`config.mk`:
```
export PLATFORM = sky130hd
export DESIGN_NAME = msrv32_pc_fetch_reg
export DESIGN_NICKNAME = d
export VERILOG_FILES = /design/src/rtl/msrv32_pkg.sv /design/src/rtl/msrv32_pc_pipe_stage.sv /design/src/rtl/msrv32_pc_fetch_reg.sv
export SDC_FILE = /design/constraint.sdc
export NUM_CORES = 1
export LEC_CHECK = 0
export ABC_AREA = 1
export ABC_CLOCK_PERIOD_IN_PS = 2390
export CAP_MARGIN = 10
export CORE_ASPECT_RATIO = 1.5
export CORE_UTILIZATION = 45
export DETAILED_ROUTE_END_ITERATION = 6
export PLACE_DENSITY = 0.89
export SYNTH_ARGS = -nofsm -noshare
export SYNTH_HDL_FRONTEND = slang
export SYNTH_SLANG_ARGS = --single-unit
```
`constraint.sdc`:
```
create_clock -name clk_in -period 2.39 [get_ports clk_in]
set_input_delay 0.5975 -clock clk_in [delete_from_list [all_inputs] [get_ports clk_in]]
set_output_delay 0.5975 -clock clk_in [all_outputs]
set_load 0.03 [all_outputs]
```
`src/rtl/msrv32_pkg.sv`:
```
// Shared types and constants for the msrv32 program-counter logic.
package msrv32_pkg;

  typedef enum logic [1:0] {
    BOOT = 2'd0,
    RUN  = 2'd1,
    TRAP = 2'd2
  } pc_state_e;

  localparam int unsigned DEFAULT_XLEN         = 32;
  localparam logic [31:0] DEFAULT_RESET_VECTOR = 32'h0000_0000;
  localparam int unsigned PC_INCR              = 4;

endpackage

```
`src/rtl/msrv32_pc_pipe_stage.sv`:
```
// One {pc, valid} slot of the PC tracking chain: loads when shifting, and a
// flush kills the valid bit while leaving the slot otherwise untouched.
module msrv32_pc_pipe_stage
  import msrv32_pkg::*;
#(
  parameter int unsigned XLEN = DEFAULT_XLEN
) (
  input  logic            clk_i,
  input  logic            rst_i,
  input  logic            shift_en_i,
  input  logic            flush_i,
  input  logic [XLEN-1:0] pc_i,
  input  logic            valid_i,
  output logic [XLEN-1:0] pc_o,
  output logic            valid_o
);

  logic [XLEN-1:0] pc_q;
  logic            valid_q;

  // NOTE: flops use non-blocking assignments so every stage samples its
  // neighbour's pre-edge value and the chain shifts by exactly one slot.
  always_ff @(posedge clk_i) begin
    if (rst_i) begin
      pc_q    <= '0;
      valid_q <= 1'b0;
    end else if (flush_i) begin
      valid_q <= 1'b0;
    end else if (shift_en_i) begin
      pc_q    <= pc_i;
      valid_q <= valid_i;
    end
  end

  assign pc_o    = pc_q;
  assign valid_o = valid_q;

endmodule

```
`src/rtl/msrv32_pc_fetch_reg.sv`:
```
// Program-counter register with redirect/stall/flush control, a valid/ready
// fetch handshake, misaligned-target trapping and a PC tracking chain.
module msrv32_pc_fetch_reg
  import msrv32_pkg::*;
#(
  parameter int unsigned     XLEN         = DEFAULT_XLEN,
  parameter logic [XLEN-1:0] RESET_VECTOR = XLEN'(DEFAULT_RESET_VECTOR),
  parameter int unsigned     ALIGN        = 4,
  parameter int unsigned     PIPE_DEPTH   = 2
) (
  input  logic            clk_in,
  input  logic            rst_in,
  input  logic [XLEN-1:0] pc_mux_in,
  input  logic            pc_load_in,
  input  logic            stall_in,
  input  logic            flush_in,
  input  logic            fetch_ready_in,
  output logic            fetch_valid_out,
  output logic [XLEN-1:0] iaddr_out,
  output logic [XLEN-1:0] pc_out,
  output logic [XLEN-1:0] pc_plus_4_out,
  output logic [XLEN-1:0] pc_pipe_out,
  output logic            pc_pipe_valid_out,
  output logic            misaligned_out
);

  localparam int unsigned ALIGN_BITS = $clog2(ALIGN);

  pc_state_e       state_q;
  logic [XLEN-1:0] pc_q;
  logic [XLEN-1:0] pc_d;
  logic [XLEN-1:0] pc_plus_4;
  logic            fetch_valid_q;
  logic            misaligned_q;
  logic            target_aligned;
  logic            accept;

  assign target_aligned = (pc_mux_in[ALIGN_BITS-1:0] == '0);
  assign pc_plus_4      = pc_q + XLEN'(PC_INCR);
  assign accept         = fetch_valid_q & fetch_ready_in & ~stall_in;

  // NOTE: pc_d is defaulted before any branch so no path leaves it unassigned
  // and no latch is inferred.
  always_comb begin
    pc_d = pc_q;
    if (pc_load_in) begin
      if (target_aligned) pc_d = pc_mux_in;
    end else if (!stall_in && accept) begin
      pc_d = pc_plus_4;
    end
  end

  // A redirect wins over stall and over BOOT; a misaligned one parks in TRAP.
  always_ff @(posedge clk_in) begin
    if (rst_in) begin
      pc_q          <= RESET_VECTOR;
      state_q       <= BOOT;
      fetch_valid_q <= 1'b0;
      misaligned_q  <= 1'b0;
    end else begin
      pc_q         <= pc_d;
      misaligned_q <= pc_load_in & ~target_aligned;
      if (pc_load_in) begin
        if (target_aligned) begin
          state_q       <= RUN;
          fetch_valid_q <= 1'b1;
        end else begin
          state_q       <= TRAP;
          fetch_valid_q <= 1'b0;
        end
      end else if (state_q == BOOT) begin
        state_q       <= RUN;
        fetch_valid_q <= 1'b1;
      end
    end
  end

  logic [XLEN-1:0] chain_pc    [PIPE_DEPTH+1];
  logic            chain_valid [PIPE_DEPTH+1];

  assign chain_pc[0]    = pc_q;
  assign chain_valid[0] = accept;

  for (genvar k = 0; k < PIPE_DEPTH; k++) begin : g_pipe
    msrv32_pc_pipe_stage #(
      .XLEN(XLEN)
    ) u_stage (
      .clk_i      (clk_in),
      .rst_i      (rst_in),
      .shift_en_i (~stall_in),
      .flush_i    (flush_in),
      .pc_i       (chain_pc[k]),
      .valid_i    (chain_valid[k]),
      .pc_o       (chain_pc[k+1]),
      .valid_o    (chain_valid[k+1])
    );
  end

  assign fetch_valid_out   = fetch_valid_q;
  assign iaddr_out         = pc_q;
  assign pc_out            = pc_q;
  assign pc_plus_4_out     = pc_plus_4;
  assign pc_pipe_out       = chain_pc[PIPE_DEPTH];
  assign pc_pipe_valid_out = chain_valid[PIPE_DEPTH];
  assign misaligned_out    = misaligned_q;

endmodule

```
==> impl_metrics.env <==
export IMPL_wl_per_cell_um=14.5
export IMPL_die_w_um=91.4
export IMPL_clock_root_buffer="clkbuf_16"
export IMPL_hpwl_um=10400
export IMPL_io_pins=169
export IMPL_holdBufCountCts=0
export IMPL_yosys_warnings=0
export IMPL_final_nets=898
export IMPL_drtAntennaViolNets=0
export IMPL_yosys_cell_count_top_type="nor2_1"
export IMPL_cp_end_kind="output port"
export IMPL_design_area_um2=7140
export IMPL_ys_flop_type="dfxtp_1"
export IMPL_antenna_found_initial=0
export IMPL_timing_critical_path_mode_cell="nor2_4"
export IMPL_p_per_area_nw_per_um2=576
export IMPL_drive_gt1_share_pct=17.0
export IMPL_grt_pass1_wl_um=22600
export IMPL_cp_arrival_ns=1.81
export IMPL_clock_power_share_pct=34.4
export IMPL_slew_viol_final=0
export IMPL_failed_checks="setup timing"
export IMPL_postSynthCellCount=785
export IMPL_grt_ovfl_total=0
export IMPL_status="finished, violations left"
export IMPL_clk_pin_slew_worst_paths_ns=0.07
export IMPL_port_buffers=168
export IMPL_htree_levels=3
export IMPL_areaGrowthSynthToFinish_pct=32.3
export IMPL_finalPower_mw=4.11
export IMPL_synth_nets=824
export IMPL_synth_edff_count=0
export IMPL_relSlewSlack_pct=70.2
export IMPL_tritoncts="built"
export IMPL_fillers=962
export IMPL_hp_class="reg2reg"
export IMPL_via_per_inst=5.10
export IMPL_worstPathCellList="clkinvlp_4, nor2_4, buf_6, nand2_4, nor2_4, nand3_1, nand2_1, buf_12"
export IMPL_path_class="reg2out"
export IMPL_dp_slack_ns=0.0988
export IMPL_cp_slowest_stage_delay_ns=0.38
export IMPL_gr_usage_all_layers_pct=22.9
export IMPL_cts_buffers=9
export IMPL_clock_skew_ns=0.00837
export IMPL_fp_dieH_um=136
export IMPL_synth_top_cell_by_area="dfxtp_1"
export IMPL_drc_errors=0
export IMPL_start_util_pct=46.6
export IMPL_share_comb_of_total_power_pct=20.5
export IMPL_cts_sinks=101
export IMPL_swShare_pct=30.5
export IMPL_synth_seq_cells=101
export IMPL_p_seq_share_pct=45.1
export IMPL_rows=48
export IMPL_synth_common_cells="nor2_1, nand2_1, buf_4"
export IMPL_final_period_utilization_pct=101
export IMPL_hold_violations=0
export IMPL_period_minus_slack_ns=2.40
export IMPL_syn_avg_cell_area_um2=6.87
export IMPL_synth_area_um2=5400
export IMPL_antenna_cells=0
export IMPL_setup_ws_ns=-0.0126
export IMPL_drv_cap=0
export IMPL_cp_num_buf_inv=3
export IMPL_gp_congestion=0.941
export IMPL_grt_pass1_vias=4649
export IMPL_fp_coreArea_um2=11600
export IMPL_ys_types=29
export IMPL_finalSetupViolCount=1
export IMPL_grt_max_degree=62
export IMPL_routed_wirelength_um=14700
export IMPL_drt_iter0_drc=373
export IMPL_fmax_mhz=416
export IMPL_postPlaceCellArea_um2=6610
export IMPL_p_leak_nw=2.93
export IMPL_cp_start_kind="flop"
export IMPL_max_vdd_ir_drop_mv=0.363
export IMPL_yosysTopAreaCellShare_pct=37.5
export IMPL_cts_buffer_depth=2
export IMPL_cp_max_fo=6
export IMPL_vias=5171
export IMPL_clk_latency_ns=0.35
export IMPL_die_area_um2=12400
export IMPL_critPathRequiredTime_ns=1.79
export IMPL_ys_top_cells_by_area="dfxtp_1, buf_4, nor2_1"
export IMPL_internal_power_mw=2.86
export IMPL_synth_async_reset_ratio_pct=0
export IMPL_cpLargestDelayFamily="simple AND/OR/NAND/NOR gates"
export IMPL_p_sw_mw=1.26
export IMPL_worst_pin_slew_ns=0.447
export IMPL_critical_path_slowest_cell="dfxtp_4"
export IMPL_rsz0062_at_grt="true"
export IMPL_seq_area_frac_synth_pct=37.5
export IMPL_drtPass1Iterations=5
stage by stage:
step                cells  hold WS [ns]  TNS, ns  util (%)
finish               1014         0.465  -0.0126      61.6
global placement      990         0.451        0      57.0
CTS                  1010         0.462  -0.0166      60.1
floorplan             785         0.432        0         -
global route         1014         0.486   -0.884      61.6
detailed placement    990         0.451        0      57.0
kinds of logic after synthesis:
kind of cell	share of synthesized area (%)
adders and majority gates	0.232
buffers and inverters	19.7
AOI/OAI and AO/OA	14.5
and+or+nand+nor	26.8
DFF	37.5
xor gates and xnor gates	1.30
worst paths after layout:
path                             startpoint                   endpoint  slack [ns]  cells after the start
hold reg to reg   g_pipe[0].u_stage.valid_o  g_pipe[0].u_stage.valid_o        0.47                      2
setup / recovery               iaddr_out[2]          pc_plus_4_out[29]       -0.01                      8
hold / removal    g_pipe[0].u_stage.valid_o  g_pipe[0].u_stage.valid_o        0.47                      2
setup reg to reg               iaddr_out[2]              iaddr_out[25]        0.75                     11
worst reg2reg max path: stages (launching register included):
cell,delay (ns)
dfxtp_4,0.38
clkinvlp_4,0.14
nor2_4,0.14
buf_6,0.14
nand2_4,0.10
inv_1,0.07
nand2_1,0.06
o21ai_1,0.14
nand2_2,0.09
buf_4,0.13
nand2_1,0.05
a21oi_1,0.06
state kept, by name (all words and copies together), names as in the netlist:
register and flops:
g_pipe.u_stage.pc_o 64, misaligned_out 1, g_pipe.u_stage.valid_o 2, iaddr_out 32, state_q 2
placed cells by master, fill, tap and decap left out, drive strengths merged:
cell | synthesis | layout
nor2 | 168 | 168
nand2 | 145 | 145
clkdlybuf4s50 | 0 | 140
dfxtp | 101 | 101
o21ai | 94 | 94
a21oi | 55 | 55
buf | 114 | 54
inv | 43 | 45
nand3 | 24 | 24
clkbuf | 19 | 11
xor2 | 6 | 6
clkinvlp | 0 | 3
a31oi | 3 | 3
nor3 | 3 | 3
and2 | 2 | 2
o22ai | 2 | 2
xnor2 | 2 | 2
nand4 | 1 | 1
nand3b | 1 | 1
or2 | 1 | 1
ha | 1 | 1
clkinv | 0 | 1
dlymetal6s2s | 0 | 1
what timing repair did:
item / CTS / global route
buffers inserted: 4 / 4
pin swaps: 6 / 16
gates resized for setup: 20 / 55
endpoints found under the setup margin: 27 / 24
cell type report:
cell class,instances,area [um^2],area share (%)
Inverter,43,165,2.31
Tap cell,150,188,2.63
Clock inverter,6,55.1,0.771
Clock buffer,10,229,3.21
Multi-Input combinational cell,508,2440,34.2
Sequential cell,101,2060,28.9
Timing Repair Buffer,196,2000,28.0
routing by layer:
metal  vias up  global-route usage (%)  wire length (um)
met5         -                       0                 0
met4         0                    12.3               505
met3        39                    2.80               754
met2       191                    39.5              7500
met1      2395                    27.8              5930
li1       2546                       -                 -
power by group through the flow:
| stage | sequential [mW] | clock [mW] | combinational [mW] |
|---|---|---|---|
| floorplan | 1.87 | 0 | 0.565 |
| global placement | 1.88 | 0 | 0.812 |
| detailed placement | 1.89 | 0 | 0.820 |
| CTS | 1.85 | 1.42 | 0.832 |
| global route | 1.87 | 1.49 | 0.901 |
| finish | 1.85 | 1.42 | 0.844 |
Note: power is estimated with default switching activity, not from simulation.
